--- src/rtl/alu_result_bcd.sv ---
// alu_result_bcd: iterative double-dabble binary-to-BCD converter with sign and overflow flags
module alu_result_bcd #(
  parameter int W = 8,
  parameter int DIGITS = 3
) (
  input  logic                clk,
  input  logic                rst_n,
  input  logic                start,
  input  logic [W-1:0]        value,
  input  logic                is_signed,
  output logic                busy,
  output logic                done,
  output logic                neg,
  output logic [4*DIGITS-1:0] bcd,
  output logic                overflow
);
  localparam int SW = 4*DIGITS;
  localparam int CW = $clog2(W+1);
  typedef enum logic [1:0] {IDLE, CONVERT, FINISH} state_t;
  state_t r_state;
  logic [W-1:0] r_mag;
  logic [SW:0] r_scr;
  logic [CW-1:0] r_cnt;
  logic r_neg, r_ovf;
  logic w_neg, w_ovf;
  logic [W-1:0] w_mag;
  logic [SW-1:0] w_adj;
  assign w_neg = is_signed && value[W-1];
  assign w_mag = w_neg ? -value : value;
  // the carry bit holds only the latest shift-out; r_ovf keeps earlier ones
  assign w_ovf = r_ovf | r_scr[SW];
  always_comb begin
    w_adj = r_scr[SW-1:0];
    for (int i = 0; i < DIGITS; i++)
      w_adj[4*i+:4] = r_scr[4*i+:4] >= 4'd5 ? r_scr[4*i+:4] + 4'd3 : r_scr[4*i+:4];
  end
  always_ff @(posedge clk) begin
    if (!rst_n) begin
      r_state  <= IDLE;
      r_mag    <= '0;
      r_scr    <= '0;
      r_cnt    <= '0;
      r_neg    <= 1'b0;
      r_ovf    <= 1'b0;
      busy     <= 1'b0;
      done     <= 1'b0;
      neg      <= 1'b0;
      overflow <= 1'b0;
      bcd      <= '0;
    end else begin
      done <= 1'b0;
      case (r_state)
        IDLE: if (start) begin
          r_mag   <= w_mag;
          r_neg   <= w_neg;
          r_scr   <= '0;
          r_ovf   <= 1'b0;
          r_cnt   <= CW'(W);
          busy    <= 1'b1;
          r_state <= CONVERT;
        end
        CONVERT: begin
          r_scr   <= {w_adj, r_mag[W-1]};
          r_mag   <= r_mag << 1;
          r_ovf   <= w_ovf;
          r_cnt   <= r_cnt - 1'b1;
          r_state <= r_cnt == CW'(1) ? FINISH : CONVERT;
        end
        FINISH: begin
          neg      <= r_neg;
          overflow <= w_ovf;
          bcd      <= w_ovf ? {DIGITS{4'h9}} : r_scr[SW-1:0];
          done     <= 1'b1;
          busy     <= 1'b0;
          r_state  <= IDLE;
        end
        default: r_state <= IDLE;
      endcase
    end
  end
endmodule
--- config.mk ---
export PLATFORM = sky130hd
export DESIGN_NAME = alu_result_bcd
export DESIGN_NICKNAME = d
export VERILOG_FILES = /design/src/rtl/alu_result_bcd.sv
export SDC_FILE = /design/constraint.sdc
export NUM_CORES = 1
export LEC_CHECK = 0
export ABC_AREA = 1
export CELL_PAD_IN_SITES_DETAIL_PLACEMENT = 1
export CELL_PAD_IN_SITES_GLOBAL_PLACEMENT = 1
export CORE_UTILIZATION = 40
export DETAILED_ROUTE_END_ITERATION = 6
export HOLD_SLACK_MARGIN = 0.05
export PLACE_DENSITY = 0.77
export SYNTH_ARGS = -nofsm -noshare
export SYNTH_HDL_FRONTEND = slang
export SYNTH_SLANG_ARGS = --single-unit
--- constraint.sdc ---
create_clock -name clk -period 1.5 [get_ports clk]
set_input_delay 0.3 -clock clk [delete_from_list [all_inputs] [get_ports clk]]
set_output_delay 0.3 -clock clk [all_outputs]
set_load 0.02 [all_outputs]
---- After elaboration in Yosys (flattened, before gate mapping) ----
Cells that the tools add are included.
operators by class
  add/subtract/negate cells ............... 5
  order comparisons ....................... 3
  equal/unequal tests ..................... 4
  mux-type cells .......................... 19
  bitwise gates (word level) .............. 1
  reduce and logical (&&, ||, !) cells .... 7
operators with widths
  operator             number
  $pmux 13 s2          1
  $mux 4               4
  $mux 8               2
  $pmux 8 s2           1
  $mux 13              1
  $add 4x2->4 const B  3
  $ge 4x3->1 const B   3
  $mux 12              1
  $neg 8->8            1
  $pmux 4 s2           1
  $reduce_and 2->1     3
  $eq 4x1->1 const B   1
  $mux 2               2
  $pmux 1 s2           2
  $pmux 2 s2           1
  $reduce_bool 2->1    2
  $sub 4x1->4 const B  1
  $mux 1               3
  $eq 2x1->1 const B   1
  $eq 2x2->1 const B   1
  $logic_not 2->1      1
  $ne 2x2->1 const B   1
  $logic_and 1x1->1    1
  $or 1x1->1           1
storage, ports and cells
  register bits after elaboration ......... 45
  bits of input ports ..................... 12
  output and inout port bits .............. 16
  word-level logic and storage cells ...... 50

---- Depth between registers and ports, before layout ----
  word-level depth ........................ 4
  gate-level depth with buffers ........... 8
  mapped depth without buffers ............ 8

---- Worst setup path after synthesis ----
No wires, ideal clock.
  path kind ............................... register -> register
  from .................................... register r_scr[8]
  to ...................................... register r_scr[10]
  setup time .............................. 0.124 ns
  arrival ................................. 1.089 ns
  required time ........................... 1.376 ns
  path slack .............................. 0.287 ns
  cell stages (with the launch flop) ...... 9
  buffers on the path ..................... 0
  period minus slack after synthesis ...... 1.213 ns
  cells stage by stage .................... dfxtp_1 -> inv_1 -> ha_1 -> inv_1 -> nand2_1 -> nand3_1 -> a21oi_1 -> o21ai_0 -> o31ai_1
on the way
  word-level cells in the longest chain between the ends .. 3
  elaborated cells between the ends (all ways) .. 4
  classes of those cells .................. add/sub (1); order compare (1); mux (2)
ends and longest elaborated chain
  item                                       line  source
  start, declared                            22    logic [SW:0] r_scr;
  start signal, assigned                     63    r_scr <= {w_adj, r_mag[W-1]};
  $add 4x2->4 or $ge 4x3->1 (tied branches)  35    w_adj[4*i+:4] = r_scr[4*i+:4] >= 4'd5 ? r_scr[4*i+:4] + 4'd3 : r_scr[4*i+:4];
  $mux 4 *                                   35
  $pmux 13 s2 *                              52    case (r_state)
Every way passes the cells marked *; elsewhere a longest branch is shown, timed or not.
A chain may end at the register's enable or synchronous reset.

---- Worst setup path after layout ----
  from .................................... register r_scr[9]
  to ...................................... register r_scr[10]
The elaborated chain is that of the path after synthesis.

==> results.sh <==
export IMPL_status="finished clean"
export IMPL_maxCapViolCount=0
export IMPL_synth_top_area_share_pct=42.2
export IMPL_dieArea_sq_mm=0.00563
export IMPL_rsz0062_at_grt="false"
export IMPL_drtAntennaViolNets=0
export IMPL_crit_type="register to register"
export IMPL_cp_start_kind="register"
export IMPL_grtUsageTotal_pct=22.5
export IMPL_globalplace_congestion=0.780
export IMPL_cts_clk_slew_worst_paths_ns=0.09
export IMPL_hp_class="register to register"
export IMPL_dr_total_vias=2090
export IMPL_tightest_slew_ns=0.309
export IMPL_finalHoldViolCount=0
export IMPL_synth_edf_count=0
export IMPL_r2r_start="r_scr[9]"
export IMPL_nFillCells=666
export IMPL_grt_max_degree=21
export IMPL_grt_antenna_before_repair=0
export IMPL_cpPeakStageDelay_ns=0.35
export IMPL_slowest_stage="dfxtp_2"
export IMPL_crit_path_end="r_scr[10]"
export IMPL_syn_num_nets=302
export IMPL_crit_chain="inv_1, ha_1, inv_1, nand2_1, nand3_1, o21ai_0, o31ai_1"
export IMPL_hold_path_startpoint="r_scr[12]"
export IMPL_pin_count=28
export IMPL_grt_pass1_wl_mm=9.56
export IMPL_setup_ws_ns=0.150
export IMPL_fin_worst_skew_ns=0.00242
export IMPL_synth_top_area_cell="dfxtp_1"
export IMPL_ctsRootBufferMaster="clkbuf_8"
export IMPL_core_area_sq_mm=0.00511
export IMPL_crit_required_ns=1.69
export IMPL_rows=26
export IMPL_cts_buffers=5
export IMPL_slew_viol_final=0
export IMPL_max_freq_mhz=741
export IMPL_antennaDiodeCount=0
export IMPL_syn_cell_area_sq_mm=0.00213
export IMPL_cpMostUsedCell="inv_1"
export IMPL_rr_endpoint="r_scr[10]"
export IMPL_layout_nets=345
export IMPL_synthCells=281
export IMPL_slew_headroom_pct=79.4
export IMPL_drtIter0Drc=101
export IMPL_cp_startpoint="r_scr[9]"
export IMPL_clock_path_buffers=2
export IMPL_htreeDepth=2
export IMPL_route_detailed_drc=0
export IMPL_cts_setup_buffers=0
export IMPL_peakVddDrop_mv=0.443
export IMPL_leakagePower_nw=1.16
export IMPL_grt_pass1_vias=2084
export IMPL_die_x_microns=75.0
export IMPL_overflow=0
export IMPL_dr_pass1_iters=4
export IMPL_setup_viol=0
export IMPL_drive_gt1_share_pct=12.3
export IMPL_ys_types=30
export IMPL_post_route_util_pct=52.6
export IMPL_synthFlopType="dfxtp_1"
export IMPL_dp_hpwl_mm=4.33
export IMPL_wl_mm=5.86
export IMPL_start_util_pct=41.8
export IMPL_setup_worst_path_end_class="register"
export IMPL_syn_avg_cell_area_sq_um=7.59
export IMPL_viasPerCell=5.29
export IMPL_post_place_ws_ns=-0.0678
export IMPL_cp_max_fo=5
export IMPL_synth_area_leaders="dfxtp_1, nand2_1, nand3_1"
export IMPL_die_y_microns=75.0
export IMPL_mostFrequentLayoutCell="nand2_1"
export IMPL_power_density_mw_per_mm2=983
export IMPL_ys_async_sr_fraction_pct=0
export IMPL_period_share_pct=90.0
export IMPL_min_period_ns=1.35
export IMPL_yosysWarnings=0
export IMPL_clock_latency_ns=0.30
export IMPL_reg2reg_slack_ns=0.15
export IMPL_yosys_register_bits=45
export IMPL_portBuffers=27
export IMPL_synth_seq_area_share_pct=42.2
export IMPL_cts_tree="done"
export IMPL_clock_sinks=45
export IMPL_rr_worst_depth=7
export IMPL_wl_per_cell_microns=14.8
export IMPL_arrival_ns=1.54
export IMPL_area_delta_synth_final_pct=25.9
export IMPL_mostFrequentLayoutCells="nand2_1, dfxtp_1, inv_1, nand3_1, a21oi_1"
## stage by stage
step / cell area, sq um / TNS, ns / hold slack [ns] / cells / total power, W
after floorplan: 2130 / 0 / 0.420 / 281 / 0.00153
after global placement: 2580 / -0.0524 / 0.451 / 387 / 0.00169
after detailed placement: 2580 / -0.446 / 0.464 / 387 / 0.00170
after CTS: 2680 / 0 / 0.476 / 395 / 0.00266
after global routing: 2690 / 0 / 0.492 / 395 / 0.00276
final: 2690 / 0 / 0.476 / 395 / 0.00264
## where the power goes
group | internal [W] | total [W] | leakage [nW] | switching [W]
logic | 0.000155 | 0.000393 | 0.733 | 0.000238
registers | 0.00124 | 0.00128 | 0.366 | 0.0000364
clock network | 0.000542 | 0.000967 | 0.0574 | 0.000426
total | 0.00194 | 0.00264 | 1.16 | 0.000700
## area by class of cell
cell class / count / area, sq um / share of cell area (%)
Multi-Input combinational cell: 190 / 1030 / 38.5
Clock buffer: 6 / 82.6 / 3.07
Inverter: 36 / 135 / 5.03
Clock inverter: 2 / 37.5 / 1.40
Timing Repair Buffer: 46 / 405 / 15.1
Tap cell: 70 / 87.6 / 3.26
Sequential cell: 45 / 903 / 33.6
## layer usage
| layer | track usage [%] | vias up | share of wire (%) | wire, microns |
|---|---|---|---|---|
| met5 | 0 | - | 0 | 0 |
| met4 | 7.76 | 0 | 1.5 | 86 |
| met3 | 3.88 | 7 | 3.4 | 199 |
| met2 | 38.9 | 48 | 50 | 2920 |
| met1 | 28.2 | 997 | 45 | 2660 |
| li1 | - | 1038 | - | - |
## cells by family (layout without fill, tap and decap cells)
group | Yosys count | after routing | synth area share [%]
simple gates | 108 | 108 | 23.0
compound gates | 72 | 72 | 19.8
buf+inv | 46 | 90 | 9.27
flops | 45 | 45 | 42.2
fa+ha+maj | 9 | 9 | 5.28
xor+xnor | 1 | 1 | 0.411
## worst max-delay path: cells and delay by family, from the launching register on
family                   cells  cell delay (ns)
flip-flops                   1             0.35
AO/OA/AOI/OAI                2             0.32
AND/OR/NAND/NOR              2             0.25
adder cells (fa/ha/maj)      1             0.18
buffers and inverters        2             0.15
## how the worst min path moves through the flow
stage | end | slack [ns] | depth (start not counted)
global placement | r_scr[0] | 0.45 | 2
global route | r_scr[12] | 0.49 | 2
detailed placement | r_scr[12] | 0.46 | 2
finish | r_scr[12] | 0.48 | 2
CTS | r_scr[12] | 0.48 | 2
floorplan | neg | 0.42 | 2
## cell usage after synthesis (2+ instances only)
library cell and instances:
o32ai_1 2, buf_4 5, a211oi_1 4, o211ai_1 4, nor2_1 9, a21oi_1 29, nand3_1 30, ha_1 9
nor2_4 2, o21ai_0 20, inv_1 31, a22oi_1 5, buf_2 5, dfxtp_1 45, inv_2 5, nand2_1 55
nand4_1 8
## flip-flops by register name, summed over array words and instances, names as in the netlist, 2 cells and up
register,cells
r_mag,8
r_cnt,4
bcd,12
r_state,2
r_scr,13
## timing repair
| item | CTS | global route |
|---|---|---|
| endpoints found under the setup margin | 16 | 4 |
| resized for setup | 16 | 2 |
| hold buffers | 0 | 0 |
(Power assumes the default switching activity.)
